$ cat src/rtl/vga_bw_pkg.sv
// vga_bw_pkg: default VGA timing, counter limits and lock-state encoding
package vga_bw_pkg;
  localparam int DEF_H_DISPLAY     = 640;
  localparam int DEF_H_FRONT_PORCH = 16;
  localparam int DEF_H_SYNC_PULSE  = 96;
  localparam int DEF_H_TOTAL       = 800;
  localparam int DEF_V_DISPLAY     = 480;
  localparam int DEF_V_FRONT_PORCH = 10;
  localparam int DEF_V_SYNC_PULSE  = 2;
  localparam int DEF_V_TOTAL       = 525;
  localparam int DEF_LOCK_FRAMES   = 2;
  localparam logic [9:0] CNT_MAX   = 10'd1023;
  typedef enum logic [1:0] {SEARCH, ACQUIRE, LOCKED} lock_state_t;
endpackage

$ cat src/rtl/vga_bw_rx_if.sv
// vga_bw_rx_if: sync/video inputs and recovered pixel stream of the mono VGA receiver
interface vga_bw_rx_if;
  logic       hsync;
  logic       vsync;
  logic       video;
  logic [9:0] pix_x;
  logic [9:0] pix_y;
  logic       pix_data;
  logic       pix_valid;
  logic       frame_start;
  logic       locked;
  logic       sync_err;
  logic [9:0] h_total_meas;
  logic [9:0] v_total_meas;
  modport master (
    output hsync, vsync, video,
    input  pix_x, pix_y, pix_data, pix_valid, frame_start, locked, sync_err,
           h_total_meas, v_total_meas
  );
  modport slave (
    input  hsync, vsync, video,
    output pix_x, pix_y, pix_data, pix_valid, frame_start, locked, sync_err,
           h_total_meas, v_total_meas
  );
endinterface

$ cat src/rtl/vga_bw_meas.sv
// vga_bw_meas: measures hsync-to-hsync line length and lines per frame, flags bad lines/frames and hsync loss
module vga_bw_meas
  import vga_bw_pkg::*;
#(
  parameter int H_TOTAL = DEF_H_TOTAL,
  parameter int V_TOTAL = DEF_V_TOTAL
) (
  input  logic       clk_25mhz,
  input  logic       reset_n,
  input  logic       h_rise,
  input  logic       v_rise,
  output logic       line_bad,
  output logic       timeout,
  output logic       frame_bad,
  output logic [9:0] h_total_meas,
  output logic [9:0] v_total_meas
);
  logic [9:0] l_cnt;
  logic [9:0] f_cnt;
  logic       h_prev;
  logic       lines_ok;
  // l_cnt equals the rise-to-rise distance on the cycle the next rise is seen
  assign timeout   = !h_rise && l_cnt == CNT_MAX - 10'd1;
  assign line_bad  = h_rise && h_prev && l_cnt != 10'(H_TOTAL);
  assign frame_bad = v_rise && (f_cnt != 10'(V_TOTAL) || !lines_ok || line_bad || timeout);
  always_ff @(posedge clk_25mhz or negedge reset_n)
    if (!reset_n) begin
      l_cnt        <= '0;
      f_cnt        <= '0;
      h_prev       <= 1'b0;
      lines_ok     <= 1'b0;
      h_total_meas <= '0;
      v_total_meas <= '0;
    end else begin
      l_cnt        <= h_rise ? 10'd1 : l_cnt == CNT_MAX ? CNT_MAX : l_cnt + 10'd1;
      h_prev       <= h_rise || (h_prev && !timeout);
      h_total_meas <= h_rise && h_prev ? l_cnt : timeout ? CNT_MAX : h_total_meas;
      f_cnt        <= v_rise ? {9'd0, h_rise} : h_rise && f_cnt != CNT_MAX ? f_cnt + 10'd1 : f_cnt;
      v_total_meas <= v_rise ? f_cnt : v_total_meas;
      lines_ok     <= (v_rise || lines_ok) && !line_bad && !timeout;
    end
endmodule

$ cat src/rtl/vga_bw_rx.sv
// vga_bw_rx: mono VGA receiver recovering pixel coordinates from hsync/vsync, with frame-lock tracking
module vga_bw_rx
  import vga_bw_pkg::*;
#(
  parameter int H_DISPLAY     = DEF_H_DISPLAY,
  parameter int H_FRONT_PORCH = DEF_H_FRONT_PORCH,
  parameter int H_SYNC_PULSE  = DEF_H_SYNC_PULSE,
  parameter int H_TOTAL       = DEF_H_TOTAL,
  parameter int V_DISPLAY     = DEF_V_DISPLAY,
  parameter int V_FRONT_PORCH = DEF_V_FRONT_PORCH,
  parameter int V_SYNC_PULSE  = DEF_V_SYNC_PULSE,
  parameter int V_TOTAL       = DEF_V_TOTAL,
  parameter int LOCK_FRAMES   = DEF_LOCK_FRAMES
) (
  input logic        clk_25mhz,
  input logic        reset_n,
  vga_bw_rx_if.slave vif
);
  if (H_DISPLAY + H_FRONT_PORCH + H_SYNC_PULSE >= H_TOTAL || H_TOTAL > 1023 ||
      V_DISPLAY + V_FRONT_PORCH + V_SYNC_PULSE >= V_TOTAL || V_TOTAL > 1023) begin : g_bad_timing
    $error("vga_bw_rx: inconsistent timing parameters");
  end
  logic        hs_r, vs_r, vid_r, hs_d, vs_d;
  logic        h_rise, v_rise, h_wrap, vis;
  logic        line_bad, timeout, frame_bad, err_evt;
  logic [9:0]  h_pos, v_pos;
  logic [7:0]  good_cnt, good_nxt;
  lock_state_t state, state_nxt;
  assign h_rise     = hs_r && !hs_d;
  assign v_rise     = vs_r && !vs_d;
  assign h_wrap     = h_pos == 10'(H_TOTAL - 1);
  assign err_evt    = line_bad || timeout || frame_bad;
  assign vis        = state == LOCKED && h_pos < 10'(H_DISPLAY) && v_pos < 10'(V_DISPLAY);
  assign vif.locked = state == LOCKED;
  vga_bw_meas #(.H_TOTAL(H_TOTAL), .V_TOTAL(V_TOTAL)) u_meas (
    .clk_25mhz    (clk_25mhz),
    .reset_n      (reset_n),
    .h_rise       (h_rise),
    .v_rise       (v_rise),
    .line_bad     (line_bad),
    .timeout      (timeout),
    .frame_bad    (frame_bad),
    .h_total_meas (vif.h_total_meas),
    .v_total_meas (vif.v_total_meas)
  );
  // an error on the same cycle as a frame edge always wins, so the FSM never locks on a bad edge
  always_comb begin
    state_nxt = state;
    good_nxt  = good_cnt;
    if (state == SEARCH) begin
      state_nxt = v_rise ? ACQUIRE : SEARCH;
      good_nxt  = v_rise ? 8'd0 : good_cnt;
    end else if (err_evt)
      state_nxt = SEARCH;
    else if (state == ACQUIRE && v_rise) begin
      good_nxt  = good_cnt + 8'd1;
      state_nxt = good_nxt >= 8'(LOCK_FRAMES) ? LOCKED : ACQUIRE;
    end
  end
  always_ff @(posedge clk_25mhz or negedge reset_n)
    if (!reset_n) begin
      state    <= SEARCH;
      good_cnt <= '0;
    end else begin
      state    <= state_nxt;
      good_cnt <= good_nxt;
    end
  // h_pos reloads one past the sync start so it tracks the column held in vid_r
  always_ff @(posedge clk_25mhz or negedge reset_n)
    if (!reset_n) begin
      {hs_r, vs_r, vid_r, hs_d, vs_d} <= '0;
      h_pos           <= '0;
      v_pos           <= '0;
      vif.sync_err    <= 1'b0;
      vif.pix_x       <= '0;
      vif.pix_y       <= '0;
      vif.pix_data    <= 1'b0;
      vif.pix_valid   <= 1'b0;
      vif.frame_start <= 1'b0;
    end else begin
      {hs_r, vs_r, vid_r} <= {vif.hsync, vif.vsync, vif.video};
      {hs_d, vs_d}        <= {hs_r, vs_r};
      h_pos           <= h_rise ? 10'(H_DISPLAY + H_FRONT_PORCH + 1) : h_wrap ? 10'd0 : h_pos + 10'd1;
      v_pos           <= v_rise ? 10'(V_DISPLAY + V_FRONT_PORCH) : !h_wrap ? v_pos :
                         v_pos == 10'(V_TOTAL - 1) ? 10'd0 : v_pos + 10'd1;
      vif.sync_err    <= state != SEARCH && err_evt;
      vif.pix_x       <= h_pos;
      vif.pix_y       <= v_pos;
      vif.pix_data    <= vis && vid_r;
      vif.pix_valid   <= vis;
      vif.frame_start <= vis && h_pos == 10'd0 && v_pos == 10'd0;
    end
endmodule

$ cat src/flat_wrapper.sv
// flat-port wrapper written by rule: the top's interface ports become plain ports
module vga_bw_rx_flat import vga_bw_pkg::*;
#(
  parameter int H_DISPLAY     = DEF_H_DISPLAY,
  parameter int H_FRONT_PORCH = DEF_H_FRONT_PORCH,
  parameter int H_SYNC_PULSE  = DEF_H_SYNC_PULSE,
  parameter int H_TOTAL       = DEF_H_TOTAL,
  parameter int V_DISPLAY     = DEF_V_DISPLAY,
  parameter int V_FRONT_PORCH = DEF_V_FRONT_PORCH,
  parameter int V_SYNC_PULSE  = DEF_V_SYNC_PULSE,
  parameter int V_TOTAL       = DEF_V_TOTAL,
  parameter int LOCK_FRAMES   = DEF_LOCK_FRAMES
)
  (clk_25mhz, reset_n, vif_hsync, vif_vsync, vif_video, vif_pix_x, vif_pix_y, vif_pix_data, vif_pix_valid, vif_frame_start, vif_locked, vif_sync_err, vif_h_total_meas, vif_v_total_meas);
  vga_bw_rx_if vif_i ();
  input logic clk_25mhz;
  input logic reset_n;
  input wire logic [$bits(vif_i.hsync)-1:0] vif_hsync;
  input wire logic [$bits(vif_i.vsync)-1:0] vif_vsync;
  input wire logic [$bits(vif_i.video)-1:0] vif_video;
  output wire logic [$bits(vif_i.pix_x)-1:0] vif_pix_x;
  output wire logic [$bits(vif_i.pix_y)-1:0] vif_pix_y;
  output wire logic [$bits(vif_i.pix_data)-1:0] vif_pix_data;
  output wire logic [$bits(vif_i.pix_valid)-1:0] vif_pix_valid;
  output wire logic [$bits(vif_i.frame_start)-1:0] vif_frame_start;
  output wire logic [$bits(vif_i.locked)-1:0] vif_locked;
  output wire logic [$bits(vif_i.sync_err)-1:0] vif_sync_err;
  output wire logic [$bits(vif_i.h_total_meas)-1:0] vif_h_total_meas;
  output wire logic [$bits(vif_i.v_total_meas)-1:0] vif_v_total_meas;
  assign vif_i.hsync = vif_hsync;
  assign vif_i.vsync = vif_vsync;
  assign vif_i.video = vif_video;
  assign vif_pix_x = vif_i.pix_x;
  assign vif_pix_y = vif_i.pix_y;
  assign vif_pix_data = vif_i.pix_data;
  assign vif_pix_valid = vif_i.pix_valid;
  assign vif_frame_start = vif_i.frame_start;
  assign vif_locked = vif_i.locked;
  assign vif_sync_err = vif_i.sync_err;
  assign vif_h_total_meas = vif_i.h_total_meas;
  assign vif_v_total_meas = vif_i.v_total_meas;
  vga_bw_rx #(.H_DISPLAY(H_DISPLAY), .H_FRONT_PORCH(H_FRONT_PORCH), .H_SYNC_PULSE(H_SYNC_PULSE), .H_TOTAL(H_TOTAL), .V_DISPLAY(V_DISPLAY), .V_FRONT_PORCH(V_FRONT_PORCH), .V_SYNC_PULSE(V_SYNC_PULSE), .V_TOTAL(V_TOTAL), .LOCK_FRAMES(LOCK_FRAMES)) u_core (.clk_25mhz(clk_25mhz), .reset_n(reset_n), .vif(vif_i));
endmodule
$ cat config.mk
export PLATFORM = sky130hd
export DESIGN_NAME = vga_bw_rx_flat
export DESIGN_NICKNAME = d
export VERILOG_FILES = /design/src/rtl/vga_bw_pkg.sv /design/src/rtl/vga_bw_rx_if.sv /design/src/rtl/vga_bw_meas.sv /design/src/rtl/vga_bw_rx.sv /design/src/flat_wrapper.sv
export SDC_FILE = /design/constraint.sdc
export NUM_CORES = 1
export LEC_CHECK = 0
export ABC_AREA = 1
export CAP_MARGIN = 25
export CELL_PAD_IN_SITES_DETAIL_PLACEMENT = 0
export CELL_PAD_IN_SITES_GLOBAL_PLACEMENT = 1
export CORE_MARGIN = 1
export CORE_UTILIZATION = 43
export DETAILED_ROUTE_END_ITERATION = 12
export PLACE_DENSITY_LB_ADDON = 0.3
export RECOVER_POWER = 25
export SLEW_MARGIN = 0
export SYNTH_ARGS = -nofsm -noshare
export SYNTH_HDL_FRONTEND = slang
export SYNTH_SLANG_ARGS = --single-unit
export TNS_END_PERCENT = 5
$ cat constraint.sdc
create_clock -name clk_25mhz -period 1.8 [get_ports clk_25mhz]
set_clock_uncertainty 0.05 [all_clocks]
set_input_delay 0.18 -clock clk_25mhz [delete_from_list [all_inputs] [get_ports clk_25mhz]]
set_output_delay 0.18 -clock clk_25mhz [all_outputs]
set_load 0.02 [all_outputs]
== Yosys cells after proc, flatten, opt, wreduce, memory -nomap -nowiden ==
Cells that the tools add are included.
W data, S select, Z words.

* Word-level logic and storage cells: 100
* Input bits: 5
* Bits in registers: 101

* Reduce and logical (&&, ||, !) cells: 40
* $lt $le $gt $ge: 3
* Equal/unequal tests: 11
* Mux-type cells: 20
* Add/sub/neg operators: 5

{| class="wikitable"
|+ Operators with widths
! operator !! count
|-
| $mux W10 || 11
|-
| $add A10 B1 Y10 const B || 4
|-
| $eq A10 B10 Y1 const B || 4
|-
| $mux W8 || 4
|-
| $ne A10 B10 Y1 const B || 3
|-
| $logic_not A10 Y1 || 2
|-
| $logic_and A1 B1 Y1 || 17
|-
| $lt A10 B10 Y1 const B || 1
|-
| $lt A10 B9 Y1 const B || 1
|-
| $reduce_bool A2 Y1 || 5
|-
| $add A8 B1 Y8 const B || 1
|-
| $ge A8 B2 Y1 const B || 1
|-
| $mux W2 || 4
|-
| $logic_or A1 B1 Y1 || 7
|-
| $logic_not A1 Y1 || 6
|-
| $ne A2 B2 Y1 const B || 2
|-
| $reduce_and A3 Y1 || 1
|-
| $reduce_bool A3 Y1 || 1
|-
| $eq A2 B1 Y1 const B || 1
|-
| $eq A2 B2 Y1 const B || 1
|-
| $logic_not A2 Y1 || 1
|-
| $mux W1 || 1
|}

== Depth between registers and ports, before layout ==
* Word-level depth: 10
* Mapped depth: 12

== Modules after synthesis ==
Synthesis repeated with hierarchy kept, for this count alone.

* Cell total of the unflattened synthesis: 551
* Area total of the unflattened synthesis: 4762.1 sq um

{| class="wikitable"
|+ By module, submodules not included
! module !! cells an instance !! sequential area each (sq um) !! area an instance (sq um) !! times used
|-
| vga_bw_rx || 279 || 1476.4 || 2608.8 || 1
|-
| vga_bw_meas || 272 || 1051.0 || 2153.3 || 1
|}

== Least setup slack after synthesis ==
OpenSTA, ideal clock, no wires.

* Path type: register to register
* Start point: register u_core.h_pos[0]
* End point: register u_core.v_pos[9]
* Stages on the path, launching flop included: 9
* Slack: 308 ps
* Clock period less this slack: 1492 ps
* Path buffers: 0
* Arrival time: 1323 ps
* Data required time: 1630 ps
* Path through: dfrtp_1 > ha_1 > nand3_1 > nor2_2 > nand2_1 > nand2_1 > and3_1 > o21ai_0 > inv_1

* Word-level cells in the longest chain between the ends: 2

{| class="wikitable"
|+ Ends and longest elaborated chain
! what !! RTL line !! RTL
|-
| start, declared || vga_bw_rx.sv:26 || <nowiki>logic [9:0] h_pos, v_pos;</nowiki>
|-
| start signal, assigned || vga_bw_rx.sv:83 || <nowiki>h_pos <= h_rise ? 10'(H_DISPLAY + H_FRONT_PORCH + 1) : h_wrap ? 10'd0 : h_pos + 10'd1;</nowiki>
|-
| $eq A10 B10 Y1 || vga_bw_rx.sv:31 || <nowiki>assign h_wrap = h_pos == 10'(H_TOTAL - 1);</nowiki>
|-
| $reduce_bool A2 Y1 (no line) || -- ||
|-
| end signal, assigned || vga_bw_rx.sv:84 || <nowiki>v_pos <= v_rise ? 10'(V_DISPLAY + V_FRONT_PORCH) : !h_wrap ? v_pos :</nowiki>
|-
| end, declared || vga_bw_rx.sv:26 ||
|}

Every way passes these cells.
A chain may end at the register's enable or synchronous reset.

== Worst setup path after layout ==
* Start point: register u_core.state[1]
* End point: output vif_locked

* Word-level cells in the longest chain between the ends: 1

{| class="wikitable"
|+ Ends and longest elaborated chain
! what !! RTL line !! RTL
|-
| start, declared || vga_bw_rx.sv:28 || <nowiki>lock_state_t state, state_nxt;</nowiki>
|-
| start signal, assigned || vga_bw_rx.sv:65 || <nowiki>state <= state_nxt;</nowiki>
|-
| $eq A2 B2 Y1 || vga_bw_rx.sv:34 || <nowiki>assign vif.locked = state == LOCKED;</nowiki>
|-
| end, declared || flat_wrapper.sv:26 || <nowiki>output wire logic [$bits(vif_i.locked)-1:0] vif_locked;</nowiki>
|}

Every way passes these cells.

==> flow_summary.toml <==
[cells_and_area]
area_growth_syn_to_layout_pct = 20.77
fill_cells = 942
drive_gt1_share_pct = 12.24
nNetsFinal = 583
diodes = 0
layout_commonest_cell = "nand2_1"
layout_common_cells = "nand2_1, dfrtp_1, inv_1"
final_cells = 708

[global_routing]
grtUsageTotal_pct = 18.17
grt_pass1_wl_um = 15890
globalRouteOverflowTotal = 0
grt_pass1_vias = 3236
grt_max_degree = 41
antenna_found_initial = 0

[floorplanning]
pin_count = 50
fp.dieH_um = 105.0
fp-row-count = 37
coreArea_sq_um = 10320
dieArea_sq_um = 11020
start_util_pct = 44.16
dieWidth_um = 105.0

[logic_synthesis]
netlist_area_sq_um = 4559
avgSynthCellArea_sq_um = 9.101
yosys.area_share.simple_pct = 23.35
seq_area_frac_synth_pct = 55.43
synthDistinctLibCells = 36
async_flop_share_pct = 100.0
synth_edf_count = 0
synth_compound_area_share_pct = 9.440
yosysWarnings = 0
synth_seq_cells = 101
synth_fp_nets = 517
synthMuxAreaShare_pct = 0
synth_cells = 501
synth_largest_area_cell = "dfrtp_1"
synth_fa_ha_area_share_pct = 3.019
synth.top_cell.area_share_pct = 55.43
synthTopCellsByArea = "dfrtp_1, nand2_1, inv_1"
synthFlopType = "dfrtp_1"
synth_top_family_by_area = "simple AND/OR/NAND/NOR gates"
synthXorXnorAreaFrac_pct = 2.497

[power]
switchingPower_w = 0.001503
clkPwrFrac_pct = 27.8
combPwrFrac_pct = 18.5
vdd_drop_max_v = 0.0004101
powerDensity_nw_per_um2 = 897.0
p_leak_nw = 2.574
sequentialPowerShare_pct = 53.8
p_int_w = 0.003436
switching_share_pct = 30.44

[drt]
via_count = 3490
drt-vias-per-instance = 4.929
wl_per_cell_um = 13.06
ant_nets = 0
wirelength_um = 9246
drtIter0Drc = 153
drt_pass1_iterations = 4
drc_errors = 0

[timing]
setup_viol = 0
drv_slew = 0
rsz0062_at_grt = "yes"
post-route-min-period_ns = 1.701
final-hold-violation-count = 0
relSlewSlack_pct = 45.98
timing.hold.ws_ns = 0.3128
fmaxAchievable_ghz = 0.5880
fin_crit_sh_pct = 94.49
tightest_slew_ns = 0.8103

[worst_setup_path]
startpoint_type = "flip-flop"
ff2ff_path_depth = 7
cp_max_fo = 3
critPathArrivalTime_ns = 1.47
cp.required_ns = 1.57
cp-end-kind = "output pin"
worst-setup-path-type = "flip-flop to output pin"

[place]
dp.cells = 691
numPortBuffers = 49
gp_congestion = 0.8540
place_hpwl_um = 6670

[clocking]
cts-root-buf = "clkbuf_8"
cts_tree = "done"
clk_latency_ns = 0.36
htreeDepth = 3
cts_setup_buffers = 0
cts_buffer_depth = 2
cts_sinks = 101
clk_pin_slew_ns = 0.10
cts_buffers = 9

[job]
max_cap_viol_count = 0

[min_path]
holdPathStages = 1
hold_path.class = "input port to flip-flop"

[run_status]
status = "completed"
cell usage after synthesis (all sizes together) (6+ instances only):
library cell  instances
ha                   11
nor2                 45
dfrtp               101
a21oi                21
xor2                 11
o22a                 10
nand3                33
o21ai                33
nor3                 15
nand2               118
clkbuf                6
nand4                 9
inv                  66
power groups by stage:
stage	combinational (W)	sequential, W	clock, W
after floorplan	0.000404	0.00279	0
after global placement	0.000916	0.00269	0
after detailed placement	0.000931	0.00270	0
after CTS	0.000937	0.00266	0.00142
after global routing	0.00101	0.00269	0.00151
final	0.000912	0.00266	0.00137
through the flow:
| stage | setup slack, ns | power, W | util [%] | area, sq um | TNS, ns |
|---|---|---|---|---|---|
| 6_report | 0.09918 | 0.004939 | 53.34 | 5507 | 0 |
| 5_1_grt | -0.01495 | 0.005209 | 53.34 | 5507 | -0.04365 |
| 4_1_cts | 0.07144 | 0.005010 | 53.31 | 5504 | 0 |
| 3_5_place_dp | 0.1000 | 0.003633 | 51.44 | 5310 | 0 |
| 3_3_place_gp | 0.1276 | 0.003610 | 51.44 | 5310 | 0 |
| 2_1_floorplan | 0.3077 | 0.003199 | - | 4559 | 0 |
cells by family after synthesis:
logic type,after synthesis
simple gates,228
flops,101
buf+inv,75
compound gates,73
xor+xnor,13
fa+ha+maj,11
worst paths after layout:
path                                   startpoint                endpoint  slack (ns)
setup / recovery                  u_core.state[1]              vif_locked         0.1
hold / removal                          vif_video            u_core.vid_r        0.31
setup reg to reg           u_core.u_meas.f_cnt[0]  u_core.u_meas.f_cnt[1]        0.14
hold reg to reg                       u_core.vs_r             u_core.vs_d        0.34
max in group asynchronous                 reset_n      u_core.good_cnt[0]        0.23
min in group asynchronous                 reset_n     u_core.vif.pix_x[4]        0.39
metal layers:
metal	wire, um	global-route usage (%)	up-vias
met2	4069	27.39	59
met4	119	5.332	0
met1	4773	26.17	1659
met3	284	4.180	12
li1	-	-	1760
met5	0	0	-
registers in the layout, indices dropped and copies added (netlist names), 2 cells and up:
| signal | count |
|---|---|
| u_core.good_cnt | 8 |
| u_core.v_pos | 10 |
| u_core.u_meas.h_total_meas | 10 |
| u_core.h_pos | 10 |
| u_core.vif.pix_y | 10 |
| u_core.u_meas.v_total_meas | 10 |
| u_core.vif.pix_x | 10 |
| u_core.u_meas.f_cnt | 10 |
| u_core.u_meas.l_cnt | 10 |
| u_core.state | 2 |
repair_timing:
item / CTS / global route
endpoints found under the hold margin: 29 / 0
endpoints found under the setup margin: 1 / 16
gates cloned: 0 / 0
resized for setup: 1 / 8
hold buffers: 1 / 0
area by class of cell:
cell class / instances / area (sq um) / share of cell area, %
clock buffer: 11 / 141.4 / 2.568
clock inverter: 5 / 43.79 / 0.7953
inverter: 66 / 247.7 / 4.499
multi-input combinational: 325 / 1769 / 32.13
sequential: 101 / 2530 / 45.94
tap: 136 / 170.2 / 3.090
timing repair buffer: 64 / 604.3 / 10.97
worst max-delay path, cell delays in order, from the launching register on:
cell and delay, ns:
dfrtp_1 0.43, inv_2 0.05, nor2_1 0.24, dlygate4sd2_1 0.38
Note: power is estimated with default switching activity, not from simulation.
